`src/rtl/grb_frame_sequencer.sv`:
```
// Frame sequencer for the GRB pixel shipper: walks pixel memory, hands each
// 24-bit word to the shipper over a go/done handshake, then holds the latch gap.
module grb_frame_sequencer #(
    parameter int ADDR_W       = 8,
    parameter int MAX_LEDS     = 256,
    parameter int LATCH_CYCLES = 5000
) (
    input  logic              clk,
    input  logic              reset,
    input  logic              start,
    input  logic              loop_en,
    input  logic [ADDR_W:0]   led_count,
    output logic              pix_rd,
    output logic [ADDR_W-1:0] pix_addr,
    input  logic [23:0]       pix_data,
    output logic [23:0]       ship_data,
    output logic              ship_go,
    input  logic              ship_done,
    output logic              busy,
    output logic              frame_done
);

    localparam int              LAT_W    = $clog2(LATCH_CYCLES + 1);
    localparam logic [ADDR_W:0] MAX_CNT  = (ADDR_W + 1)'(MAX_LEDS);
    localparam logic [LAT_W-1:0] LAT_LAST = LAT_W'(LATCH_CYCLES - 1);

    // FETCH and SHIP each own a state bit so pix_rd and ship_go come straight off a flop
    typedef enum logic [3:0] {
        IDLE  = 4'b0000,
        FETCH = 4'b0001,
        SHIP  = 4'b0010,
        LOAD  = 4'b0100,
        NEXT  = 4'b1000,
        LATCH = 4'b1100
    } state_t;

    state_t             state;
    state_t             state_nxt;
    logic [ADDR_W:0]    frame_len;
    logic [ADDR_W:0]    clamped;
    logic [LAT_W-1:0]   latch_cnt;
    logic               begin_frame;
    logic               last_pix;
    logic               latch_end;

    assign clamped   = (led_count > MAX_CNT) ? MAX_CNT : led_count;
    assign last_pix  = ({1'b0, pix_addr} == (frame_len - (ADDR_W + 1)'(1)));
    assign latch_end = (latch_cnt == LAT_LAST);

    always_ff @(posedge clk or negedge reset) begin
        if (!reset) begin
            state <= IDLE;
        end else begin
            state <= state_nxt;
        end
    end

    always_comb begin
        state_nxt   = state;
        begin_frame = 1'b0;
        pix_rd      = state[0];
        ship_go     = state[1];
        busy        = (state != IDLE);
        case (state)
            IDLE: begin
                if (start && (clamped != '0)) begin
                    begin_frame = 1'b1;
                    state_nxt   = FETCH;
                end
            end
            FETCH: state_nxt = LOAD;
            LOAD:  state_nxt = SHIP;
            SHIP: begin
                if (ship_done) begin
                    state_nxt = NEXT;
                end
            end
            NEXT:  state_nxt = last_pix ? LATCH : FETCH;
            LATCH: begin
                // loop_en and led_count are only looked at when the gap ends
                if (latch_end) begin
                    if (loop_en && (clamped != '0)) begin
                        begin_frame = 1'b1;
                        state_nxt   = FETCH;
                    end else begin
                        state_nxt = IDLE;
                    end
                end
            end
            default: state_nxt = IDLE;
        endcase
    end

    always_ff @(posedge clk or negedge reset) begin
        if (!reset) begin
            pix_addr   <= '0;
            ship_data  <= '0;
            latch_cnt  <= '0;
            frame_len  <= '0;
            frame_done <= 1'b0;
        end else begin
            frame_done <= (state == LATCH) && latch_end;
            if (begin_frame) begin
                frame_len <= clamped;
                pix_addr  <= '0;
            end else if ((state == NEXT) && !last_pix) begin
                pix_addr <= pix_addr + ADDR_W'(1);
            end
            if (state == LOAD) begin
                ship_data <= pix_data;
            end
            if ((state == NEXT) && last_pix) begin
                latch_cnt <= '0;
            end else if (state == LATCH) begin
                latch_cnt <= latch_cnt + LAT_W'(1);
            end
        end
    end

endmodule

```
`config.mk`:
```
export PLATFORM = sky130hd
export DESIGN_NAME = grb_frame_sequencer
export DESIGN_NICKNAME = d
export VERILOG_FILES = /design/src/rtl/grb_frame_sequencer.sv
export SDC_FILE = /design/constraint.sdc
export NUM_CORES = 1
export LEC_CHECK = 0
export BUFFER_PORTS_ARGS = -buffer_cell sky130_fd_sc_hd__buf_2
export CAP_MARGIN = 15
export CORE_MARGIN = 2
export CORE_UTILIZATION = 55
export DETAILED_ROUTE_END_ITERATION = 7
export HOLD_SLACK_MARGIN = 0.03
export PLACE_DENSITY = 0.8
export SLEW_MARGIN = 10
export SYNTH_ARGS = -nofsm -noshare
export SYNTH_HDL_FRONTEND = slang
export SYNTH_SLANG_ARGS = --single-unit
```
`constraint.sdc`:
```
create_clock -name clk -period 3.4 [get_ports clk]
set_clock_uncertainty 0.1 [all_clocks]
set_input_delay 0 -clock clk [delete_from_list [all_inputs] [get_ports clk]]
set_output_delay 0 -clock clk [all_outputs]
set_load 0.02 [all_outputs]
```
==> results.toml <==
[routing]
postRouteAntennaNets = 0
post-route-drc-count = 0
route.vias.total = 2527
routed_wl_um = 7530
routed_wire_length_per_instance_um = 16.0
vias_per_cell = 5.38
first_pass_iters = 4
detail_route.iter0.violations = 264

[clocking]
clock_insertion_delay_at_the_later_pin_of_the_skew_report_ns = 0.34
cts-buffers-inserted = 9
cts-root-to-sink-buffers = 2
clockRootBuffer = "sky130_fd_sc_hd__clkbuf_8"
htree_levels = 3
cts_tree = "yes"
cts_resized = 0
path_clk_slew_ns = 0.07
cts_sink_cnt = 59

[place]
routabilityCongestion = 0.797
port-buffer-count = 73
hpwlAfterDp_um = 4280
place_area_um2 = 3370

[floorplanning]
die_width_um = 77.2
floorplan_die_area_um2 = 5960
num_rows = 26
floorplan.io_pins = 74
floorplan.initialDensity = 0.573
core_region_area_um2 = 5140
fp.dieH_um = 77.2

[sta]
period_minus_slack_ns = 2.63
report.final.hold_viol_count = 0
grt_setup_unrepaired = "no"
timing.final.max_slew_violations = 0
worst_slew_margin_rel = 0.445
fmax_mhz = 380
worst-slew-pin-transition_ns = 0.833
setup_violations = 0
fin_crit_sh = 0.775
setup-tns-final_ns = 0

[final_layout]
post-route-cell-area_um2 = 4010
syn2layout_area_growth_pct = 36.2
final_cell_utilization_of_the_core = 0.780
most_common_cell_after_layout_fill_and_taps_aside = "sky130_fd_sc_hd__buf_2"
drive_gt1_frac = 0.310
antenna-diode-count = 0
design.final.nets = 436
layout_common_cells = "73 x sky130_fd_sc_hd__buf_2, 59 x sky130_fd_sc_hd__dfrtp_1, 43 x sky130_fd_sc_hd__dlygate4sd3_1"

[critical_path]
crit_path_max_fanout = 31
setup.worst_path.class = "flip-flop to flip-flop"
endpoint_kind = "flip-flop"
worstSetupStartpointType = "flip-flop"
arrival_ns = 2.75
rr_worst_depth = 7
cp_data_required_time_ns = 3.52

[worst_hold_path]
worstHoldPathType = "input port to async pin"

[grt]
vias_in_the_first_global_route = 2601
global_router_s_overall_resource_usage = 0.276
grt_first_pass_wirelength_um = 12600
largest_net_degree_at_the_start_of_global_routing = 39
grt_antenna_before_repair = 0
global_route.overflow_total = 0

[synth]
synth_warnings = 0
yosysSeqAreaShare = 0.501
synth_cells = 279
ys_seq_elements = 59
synth_area_per_cell_um2 = 10.6
synth_area_um2 = 2950
syn-num-nets = 320
synth.distinct_cells = 40

[job]
maxCapViolCount = 0

[outcome]
status = "completed"

[power_and_ir_drop]
max-vdd-ir-drop_uv = 487
leakage_nw = 1.90
power.density_cell_area_nw_per_um2 = 772
area by class of cell:
class                   count  area, um^2
repair buffers            118         811
multi-input cells         200        1400
flip-flops and latches     59        1480
inverters                   7        26.3
clock buffers              13         169
well taps                  70        87.6
fillers                   352        1130
clock inverters             3        45.0
worst paths after layout:
check                        startpoint       endpoint  slack, ns
max                        latch_cnt[0]   frame_len[8]       0.77
min                               reset  ship_data[16]       0.20
max reg2reg                latch_cnt[0]   frame_len[8]       0.77
min reg2reg                ship_data[0]   ship_data[0]       0.41
max in group asynchronous         reset   ship_data[8]       2.17
min in group clk            pix_data[8]   ship_data[8]       0.33
worst max-delay path, cell delays in order, from the launching register on:
cell and delay, ns:
sky130_fd_sc_hd__dfrtp_1 0.39, sky130_fd_sc_hd__ha_1 0.20, sky130_fd_sc_hd__nand4bb_1 0.13, sky130_fd_sc_hd__nor4_1 0.36
sky130_fd_sc_hd__nand4_1 0.24, sky130_fd_sc_hd__o31a_1 0.31, sky130_fd_sc_hd__a31o_2 0.41, sky130_fd_sc_hd__mux2_1 0.37
logic make-up after synthesis:
kind of cell	share of synthesized area
AOI/OAI and AO/OA	0.0531
xor gates and xnor gates	0.0709
adders and majority gates	0.0127
buffers and inverters	0.0280
DFF	0.501
muxes	0.130
and+or+nand+nor	0.204
report_power, final:
part | switching, mW | internal (mW) | total (mW)
Sequential | 0.211 | 0.933 | 1.14
Clock | 0.282 | 0.399 | 0.681
Combinational | 0.714 | 0.557 | 1.27
Total | 1.21 | 1.89 | 3.10
through the flow:
| step | power, mW | hold slack [ns] | setup WS [ns] | cells |
|---|---|---|---|---|
| 2_1_floorplan | 2.01 | -0.396 | 1.14 | 279 |
| 3_3_place_gp | 2.31 | 0.0327 | 1.02 | 411 |
| 3_5_place_dp | 2.35 | 0.0435 | 0.910 | 411 |
| 4_1_cts | 3.06 | 0.226 | 0.897 | 470 |
| 5_1_grt | 3.27 | 0.282 | 0.636 | 470 |
| 6_report | 3.10 | 0.205 | 0.765 | 470 |
sequential cells by signal, summed over array words and instances (netlist names):
register,cells
frame_done,1
frame_len,9
latch_cnt,13
pix_addr,8
ship_data,24
state,4
layer usage:
layer  up-vias  track usage  wire [um]
met5         -            0          0
met4         0        0.104        156
met3        17       0.0494        269
met2        76        0.506       4140
met1      1246        0.318       2970
li1       1188            -          -
cells in the mapped netlist:
cell                        count  area, um^2
sky130_fd_sc_hd__o31a_1         1        8.76
sky130_fd_sc_hd__nand2_2        1        6.26
sky130_fd_sc_hd__a31oi_1        2        12.5
sky130_fd_sc_hd__and3_1         4        25.0
sky130_fd_sc_hd__o21ai_1        3        15.0
sky130_fd_sc_hd__nor3_1         5        25.0
sky130_fd_sc_hd__nand4_1        7        43.8
sky130_fd_sc_hd__nor4b_2        2        30.0
sky130_fd_sc_hd__o211ai_4       1        21.3
sky130_fd_sc_hd__buf_2          3        15.0
sky130_fd_sc_hd__xnor2_1       13         114
sky130_fd_sc_hd__nor2_1        31         116
sky130_fd_sc_hd__nand3_1       12        60.1
sky130_fd_sc_hd__xor2_1         9        78.8
sky130_fd_sc_hd__nand2b_1      14        87.6
sky130_fd_sc_hd__mux2i_1       10         100
sky130_fd_sc_hd__mux2_1         1        11.3
sky130_fd_sc_hd__nor2_4         1        11.3
sky130_fd_sc_hd__and3_4         1        11.3
sky130_fd_sc_hd__a21oi_1        3        15.0
sky130_fd_sc_hd__o21ai_0        8        40.0
sky130_fd_sc_hd__a32o_1         1        10.0
sky130_fd_sc_hd__mux2_2        24         270
sky130_fd_sc_hd__nor4_2         1        12.5
sky130_fd_sc_hd__a31o_2         1        8.76
sky130_fd_sc_hd__buf_1          1        3.75
sky130_fd_sc_hd__nand4bb_1      1        11.3
sky130_fd_sc_hd__o31ai_2        1        12.5
sky130_fd_sc_hd__o22ai_1        2        12.5
sky130_fd_sc_hd__xor2_2         1        16.3
sky130_fd_sc_hd__and2_1         2        12.5
sky130_fd_sc_hd__inv_1          7        26.3
sky130_fd_sc_hd__or4b_1         1        10.0
sky130_fd_sc_hd__buf_4          1        7.51
sky130_fd_sc_hd__ha_1           3        37.5
sky130_fd_sc_hd__nand2_1       28         105
sky130_fd_sc_hd__nor4_1         3        18.8
sky130_fd_sc_hd__clkbuf_1       8        30.0
sky130_fd_sc_hd__nand3b_1       2        15.0
sky130_fd_sc_hd__dfrtp_1       59        1480
timing repair:
action                    CTS  global route
hold buffers               43             0
setup buffers               0             0
hold endpoints to repair   72             0
No activity file was read; power rests on OpenSTA's default activity.
